--- config.mk ---
export PLATFORM = sky130hd
export DESIGN_NAME = jtag_master
export DESIGN_NICKNAME = d
export VERILOG_FILES = /design/src/rtl/jtag_master.sv
export SDC_FILE = /design/constraint.sdc
export NUM_CORES = 1
export LEC_CHECK = 0
export ABC_AREA = 1
export CORE_AREA = 2 2 131 107
export DETAILED_ROUTE_END_ITERATION = 7
export DIE_AREA = 0 0 133 109
export PLACE_DENSITY_LB_ADDON = 0.25
export SLEW_MARGIN = 20
export SYNTH_ARGS = -nofsm -noshare
export SYNTH_HDL_FRONTEND = slang
export SYNTH_SLANG_ARGS = --single-unit
--- constraint.sdc ---
create_clock -name clock -period 15 [get_ports clock]
set_input_delay 4.5 -clock clock [delete_from_list [all_inputs] [get_ports clock]]
set_output_delay 4.5 -clock clock [all_outputs]
set_load 0.01 [all_outputs]
--- src/rtl/jtag_master.sv ---
// rtl/jtag_master.sv - JTAG initiator expanding TAP commands into TCK/TMS/TDI sequences
//
// Purpose: accepts TLR_RESET / SHIFT_IR / SHIFT_DR / IDLE commands over a
// valid/ready handshake, plays out the TMS/TDI bit pattern one TCK period
// per bit, captures TDO during shift periods and returns it as one response.
//
// Ports:
//   clock, reset        system clock, asynchronous active-high reset
//   cmd_valid/cmd_ready command handshake
//   cmd_op              00 TLR_RESET, 01 SHIFT_IR, 10 SHIFT_DR, 11 IDLE
//   cmd_len             shift length, or Run-Test/Idle cycle count
//   cmd_data            TDI bits, LSB shifted first
//   rsp_valid           one-cycle completion pulse
//   rsp_data            captured TDO, bit i = i-th shifted bit
//   tck, tms, tdi, trst pins to the target TAP
//   tdo                 data from the target TAP
module jtag_master #(
  parameter int MAX_LEN = 32,
  parameter int HALF    = 2,
  parameter int LEN_W   = $clog2(MAX_LEN) + 1
) (
  input  logic               clock,
  input  logic               reset,
  input  logic               cmd_valid,
  output logic               cmd_ready,
  input  logic [1:0]         cmd_op,
  input  logic [LEN_W-1:0]   cmd_len,
  input  logic [MAX_LEN-1:0] cmd_data,
  output logic               rsp_valid,
  output logic [MAX_LEN-1:0] rsp_data,
  output logic               tck,
  output logic               tms,
  output logic               tdi,
  input  logic               tdo,
  output logic               trst
);

  // One extra bit so header + length + trailer never overflows.
  localparam int PW = LEN_W + 1;
  localparam int CW = (HALF > 1) ? $clog2(HALF) : 1;

  localparam logic [1:0] OP_TLR  = 2'b00;
  localparam logic [1:0] OP_IR   = 2'b01;
  localparam logic [1:0] OP_DR   = 2'b10;
  localparam logic [1:0] OP_IDLE = 2'b11;

  typedef enum logic [1:0] {S_IDLE, S_RUN, S_DONE} state_t;

  state_t             state_q, state_d;
  logic [1:0]         op_q, op_d;
  logic [PW-1:0]      n_q, n_d;
  logic [PW-1:0]      total_q, total_d;
  logic [PW-1:0]      period_q, period_d;
  logic [CW-1:0]      half_q, half_d;
  logic [MAX_LEN-1:0] data_q, data_d;
  logic [MAX_LEN-1:0] cap_q, cap_d;
  logic [MAX_LEN-1:0] rsp_data_q, rsp_data_d;
  logic               tck_q, tck_d;
  logic               tms_q, tms_d;
  logic               tdi_q, tdi_d;
  logic               trst_q, trst_d;

  // {tms, tdi} for period p of a command. Header/trailer periods drive TDI=0.
  function automatic logic [1:0] seq_bits(input logic [1:0] op, input logic [PW-1:0] n,
                                          input logic [PW-1:0] p, input logic [MAX_LEN-1:0] data);
    logic [PW-1:0] hdr;
    logic [PW-1:0] k;
    logic          m;
    logic          d;
    hdr = (op == OP_IR) ? PW'(4) : PW'(3);
    k   = p - hdr;
    m   = 1'b0;
    d   = 1'b0;
    case (op)
      OP_TLR:  m = (p != PW'(5));
      OP_IDLE: m = 1'b0;
      default: begin
        if (p < hdr) begin
          m = (p == '0) || ((op == OP_IR) && (p == PW'(1)));
        end else if (p < hdr + n) begin
          m = (k == n - PW'(1));
          d = |(data & (MAX_LEN'(1) << k));
        end else begin
          m = (p == hdr + n);
        end
      end
    endcase
    return {m, d};
  endfunction

  // Effective length and period count of the offered command.
  logic [PW-1:0] len_ext, eff_n, eff_total;
  always_comb begin
    len_ext = {1'b0, cmd_len};
    if (cmd_op == OP_IDLE)              eff_n = len_ext;
    else if (cmd_len == '0)             eff_n = PW'(1);
    else if (len_ext > PW'(MAX_LEN))    eff_n = PW'(MAX_LEN);
    else                                eff_n = len_ext;
    case (cmd_op)
      OP_TLR:  eff_total = PW'(6);
      OP_IR:   eff_total = eff_n + PW'(6);
      OP_DR:   eff_total = eff_n + PW'(5);
      default: eff_total = eff_n;
    endcase
  end

  // Shift-period decode of the period currently on the wire.
  logic [PW-1:0] hdr_cur, k_cur;
  logic          in_shift;
  always_comb begin
    hdr_cur  = (op_q == OP_IR) ? PW'(4) : PW'(3);
    k_cur    = period_q - hdr_cur;
    in_shift = ((op_q == OP_IR) || (op_q == OP_DR)) &&
               (period_q >= hdr_cur) && (period_q < hdr_cur + n_q);
  end

  logic accept;

  always_comb begin
    state_d    = state_q;
    op_d       = op_q;
    n_d        = n_q;
    total_d    = total_q;
    period_d   = period_q;
    half_d     = half_q;
    data_d     = data_q;
    cap_d      = cap_q;
    rsp_data_d = rsp_data_q;
    tck_d      = tck_q;
    tms_d      = tms_q;
    tdi_d      = tdi_q;
    trst_d     = 1'b0;
    cmd_ready  = (state_q != S_RUN);
    rsp_valid  = (state_q == S_DONE);
    accept     = cmd_valid && cmd_ready;

    case (state_q)
      S_IDLE, S_DONE: begin
        state_d = S_IDLE;
        if (accept) begin
          op_d     = cmd_op;
          n_d      = eff_n;
          total_d  = eff_total;
          data_d   = cmd_data;
          cap_d    = '0;
          period_d = '0;
          half_d   = '0;
          tck_d    = 1'b0;
          if (eff_total == '0) begin
            // Zero-cycle IDLE: no TCK activity, respond next cycle.
            state_d    = S_DONE;
            rsp_data_d = '0;
          end else begin
            state_d        = S_RUN;
            {tms_d, tdi_d} = seq_bits(cmd_op, eff_n, '0, cmd_data);
          end
        end
      end
      S_RUN: begin
        if (half_q == CW'(HALF - 1)) begin
          half_d = '0;
          tck_d  = ~tck_q;
          if (!tck_q) begin
            // Rising edge: capture TDO for shift periods.
            if (in_shift) cap_d = cap_q | (MAX_LEN'(tdo) << k_cur);
          end else if (period_q == total_q - PW'(1)) begin
            state_d    = S_DONE;
            rsp_data_d = cap_q;
          end else begin
            // Falling edge: the only place TMS/TDI move mid-command.
            period_d       = period_q + PW'(1);
            {tms_d, tdi_d} = seq_bits(op_q, n_q, period_q + PW'(1), data_q);
          end
        end else begin
          half_d = half_q + CW'(1);
        end
      end
      default: state_d = S_IDLE;
    endcase
  end

  always_ff @(posedge clock or posedge reset) begin
    if (reset) begin
      state_q    <= S_IDLE;
      op_q       <= 2'b00;
      n_q        <= '0;
      total_q    <= '0;
      period_q   <= '0;
      half_q     <= '0;
      data_q     <= '0;
      cap_q      <= '0;
      rsp_data_q <= '0;
      tck_q      <= 1'b0;
      tms_q      <= 1'b1;
      tdi_q      <= 1'b0;
      trst_q     <= 1'b1;
    end else begin
      state_q    <= state_d;
      op_q       <= op_d;
      n_q        <= n_d;
      total_q    <= total_d;
      period_q   <= period_d;
      half_q     <= half_d;
      data_q     <= data_d;
      cap_q      <= cap_d;
      rsp_data_q <= rsp_data_d;
      tck_q      <= tck_d;
      tms_q      <= tms_d;
      tdi_q      <= tdi_d;
      trst_q     <= trst_d;
    end
  end

  assign tck      = tck_q;
  assign tms      = tms_q;
  assign tdi      = tdi_q;
  assign trst     = trst_q;
  assign rsp_data = rsp_data_q;

endmodule

==> flow_summary.yaml <==
pwr:
  switching_share_pct: 44.80
  power_leakage_uw: 0.004224
  pwr-share-clk_pct: 21.6
  power.share.sequential_pct: 27.0
  power_switching_uw: 983.9
  power.share.combinational_pct: 51.5
  intPower_uw: 1212
  power_per_cell_area_nw_per_um2: 246.0
  irDropWorstVdd_uv: 156.4
setup_path:
  crit_path_end: "rsp_data[29]$_DFFE_PP0P_"
  cp_max_fo: 64
  cp.depth: 18
  cp.required_ns: 15.26
  cp_top_family: "simple AND/OR/NAND/NOR gates"
  r2r-start: "op_q[0]$_DFFE_PP0P_"
  critPathKind: "in2reg"
  slowest_delay_ns: 0.62
  reg2reg_slack_ns: 10.51
  critPathArrivalTime_ns: 7.81
  critPathSlowestCell: "clkdlybuf4s50_1"
  rr_endpoint: "cap_q[6]$_DFFE_PP0P_"
  endpoint_kind: "flip-flop"
  startpoint: "cmd_op[0]"
  start_kind: "input port"
  path_buf_inv: 4
  reg2reg_depth: 19
  crit_chain: "clkdlybuf4s50_1 -> nand2_4 -> clkinv_4 -> o21ai_1 -> inv_2 -> ha_1 -> o21ai_1 -> o21ai_1 -> inv_1 -> nand2_1 -> nor2_2 -> nand3_2 -> nor2_4 -> nand2_2 -> nand2_2 -> nand2_4 -> nand2_2 -> o21ai_2"
final_layout:
  multi_input_area_sq_um: 3722
  layout-drive-gt1-share_pct: 13.62
  area_growth_pct: 21.29
  post-route-util_pct: 67.29
  nNetsFinal: 1080
  n_fill_cell: 1083
  regArea_sq_um: 3131
  antenna_cells: 0
timing:
  slew_viol_final: 0
  finalHoldViolCount: 0
  clock-skew-final_ns: 0.01198
  timing.fmax_ghz: 0.1325
  totalNegativeSetupSlack_ns: 0
  finalCritPeriodShare_pct: 50.32
  slew_headroom_pct: 34.64
  timing.final.crit_period_ns: 7.547
  rsz0062_at_grt: "no"
  final-setup-viol-count: 0
  worst_pin_slew_ns: 0.9804
synth:
  ys_seq_elements: 125
  syn_area_per_cell_sq_um: 7.897
  synth_edf_count: 0
  ys_types: 42
  synth_fa_ha_area_share_pct: 6.426
  ys_seq_area_share_pct: 42.54
  synthesis.nets: 1012
  synth_mux_area_share_pct: 0
  ys.flop_type: "dfrtp_1"
  syn-instance-count: 932
  synth-xor-area-share_pct: 3.213
  async_flop_share_pct: 100.0
  synth_top_cell_by_area: "dfrtp_1"
  synth_top_area_share_pct: 41.82
  synth_top_family_by_area: "simple AND/OR/NAND/NOR gates"
  syn_area_sq_um: 7360
  synthTopCellsByArea: "dfrtp_1, nand2_1, ha_1, nor2_1, o21ai_2"
  ys_warn_count: 0
  yosys.area_share.simple_pct: 30.21
  synth_compound_area_share_pct: 10.51
placement:
  place.gp.congestion: 0.9705
  io_buffer_count: 81
  post-dp-hpwl_mm: 11.79
hold_path:
  hold_path_class: "reg2reg"
  holdCritStartpoint: "data_q[9]$_DFFE_PP0P_"
clocking:
  cts_buffers: 17
  ctsHtreeMaxLevel: 4
  cts_root_buffer: "clkbuf_16"
  postCtsHoldBufs: 0
  cts_resized: 0
  clock_sinks: 125
  clk_latency_ns: 0.42
  cts_tree: "built"
  clk_path_buf_depth: 2
  clk_pin_slew_ns: 0.06
  post_cts_buffers: 0
global_route:
  antenna_found_initial: 0
  grt_pass1_vias: 5969
  grt_max_degree: 83
  grt_remaining_overflow: 0
  grt_pass1_wl_mm: 29.10
  grt_usage_pct: 25.18
floorplanning:
  initial_core_util_pct: 55.48
  chipHeight_microns: 109
  dieArea_sq_um: 14500
  core_area_sq_um: 13270
  rows: 38
  die_x_microns: 133
  ios: 82
routing:
  routed_wl_mm: 17.23
  drt_first_pass_iters: 5
  drc: 0
  vias: 6377
  drt_iter0_drc: 468
  routed_via_density: 5.345
  wire_per_inst_microns: 14.44
  drtAntennaViolNets: 0
run:
  drv_cap: 0
run_status:
  status: "completed"
==> cells by family (layout without fill, tap and decap cells) <==
logic type,count (synthesis),count (layout)
AOI/OAI and AO/OA,122,122
adders and majority gates,36,36
and+or+nand+nor,500,500
buffers and inverters,121,202
DFF,125,125
xor gates and xnor gates,27,27
other,1,1
==> cells in the mapped netlist, types with 5 or more instances <==
library cell and instances:
a21oi_1 28, a31oi_1 5, buf_2 6, buf_6 7
clkbuf_1 23, dfrtp_1 123, ha_1 33, inv_1 75
inv_2 8, nand2_1 238, nand2_2 33, nand3_1 43
nand4_1 41, nor2_1 110, nor2_2 11, nor3_1 7
o21ai_0 36, o21ai_1 11, o21ai_2 35, xnor2_1 10
xor2_1 17
==> area by class of cell <==
type                       count  share of cell area [%]
clock buffer                  20                   5.004
clock inverter                12                   2.621
inverter                      85                   3.659
multi-input combinational    686                   41.70
sequential                   125                   35.07
tap                          180                   2.523
timing repair buffer          85                   9.420
==> sequential cells by signal (all words and copies together), names as in the netlist <==
| signal | cells |
|---|---|
| n_q | 6 |
| half_q | 1 |
| cap_q | 32 |
| tms | 1 |
| data_q | 32 |
| op_q | 2 |
| rsp_data | 32 |
| tdi | 1 |
| state_q | 2 |
| total_q | 7 |
| period_q | 7 |
| trst | 1 |
| tck | 1 |
==> power by group through the flow <==
stage / registers (uW) / logic, uW / clock network, uW
3_3_place_gp: 592 / 1080 / 0
3_5_place_dp: 593 / 1100 / 0
4_1_cts: 591 / 1120 / 477
5_1_grt: 610 / 1270 / 494
6_report: 593 / 1130 / 473
2_1_floorplan: 580 / 820 / 0
==> metal layers <==
metal / track usage [%] / part of all wire [%] / wire length [microns] / vias to the layer above
met5: 0 / 0 / 0 / -
met4: 6.836 / 1.1 / 193 / 0
met3: 5.207 / 5.7 / 982 / 19
met2: 38.01 / 44 / 7666 / 180
met1: 37.11 / 49 / 8388 / 3020
li1: - / - / - / 3158
==> placed cells by master, fill, tap and decap left out, types with 4 or more instances in the layout <==
cell type and instances:
nand2_1 238, dfrtp_1 123, nor2_1 107, clkdlybuf4s50_1 81
inv_1 74, nand3_1 43, nand4_1 41, o21ai_0 36
o21ai_2 35, nand2_2 33, ha_1 33, a21oi_1 28
xor2_1 17, clkbuf_16 17, nor2_2 13, o21ai_1 11
xnor2_1 10, inv_2 8, nor3_1 7, bufinv_16 6
a31oi_1 5, clkinv_4 4, buf_4 4
==> per-stage QoR <==
stage               cell area [sq um]  instances  hold WS, ns  setup WS (ns)  total power, uW
finish                           8926       1193       0.4727          7.453             2196
floorplan                        7360        932       0.4425          7.176             1400
global placement                 8243       1161       0.4564          7.132             1671
CTS                              8924       1193       0.4723          7.456             2191
global route                     8926       1193       0.4985          7.170             2378
detailed placement               8243       1161       0.4602          7.030             1697
==> tightest hold or removal path: stages (launching register included) <==
cell	delay, ns
dfrtp_1	0.34
nand2_1	0.05
nand2_1	0.05
==> how the worst min path moves through the flow <==
stage / end / slack, ns / cells after the start
2_1_floorplan: data_q[0]$_DFFE_PP0P_ / 0.44 / 2
3_3_place_gp: data_q[12]$_DFFE_PP0P_ / 0.46 / 2
3_5_place_dp: tms$_DFFE_PP1P_ / 0.46 / 2
4_1_cts: tms$_DFFE_PP1P_ / 0.47 / 2
5_1_grt: data_q[21]$_DFFE_PP0P_ / 0.50 / 2
6_report: data_q[9]$_DFFE_PP0P_ / 0.47 / 2
Power figures use the tool's default switching activity.
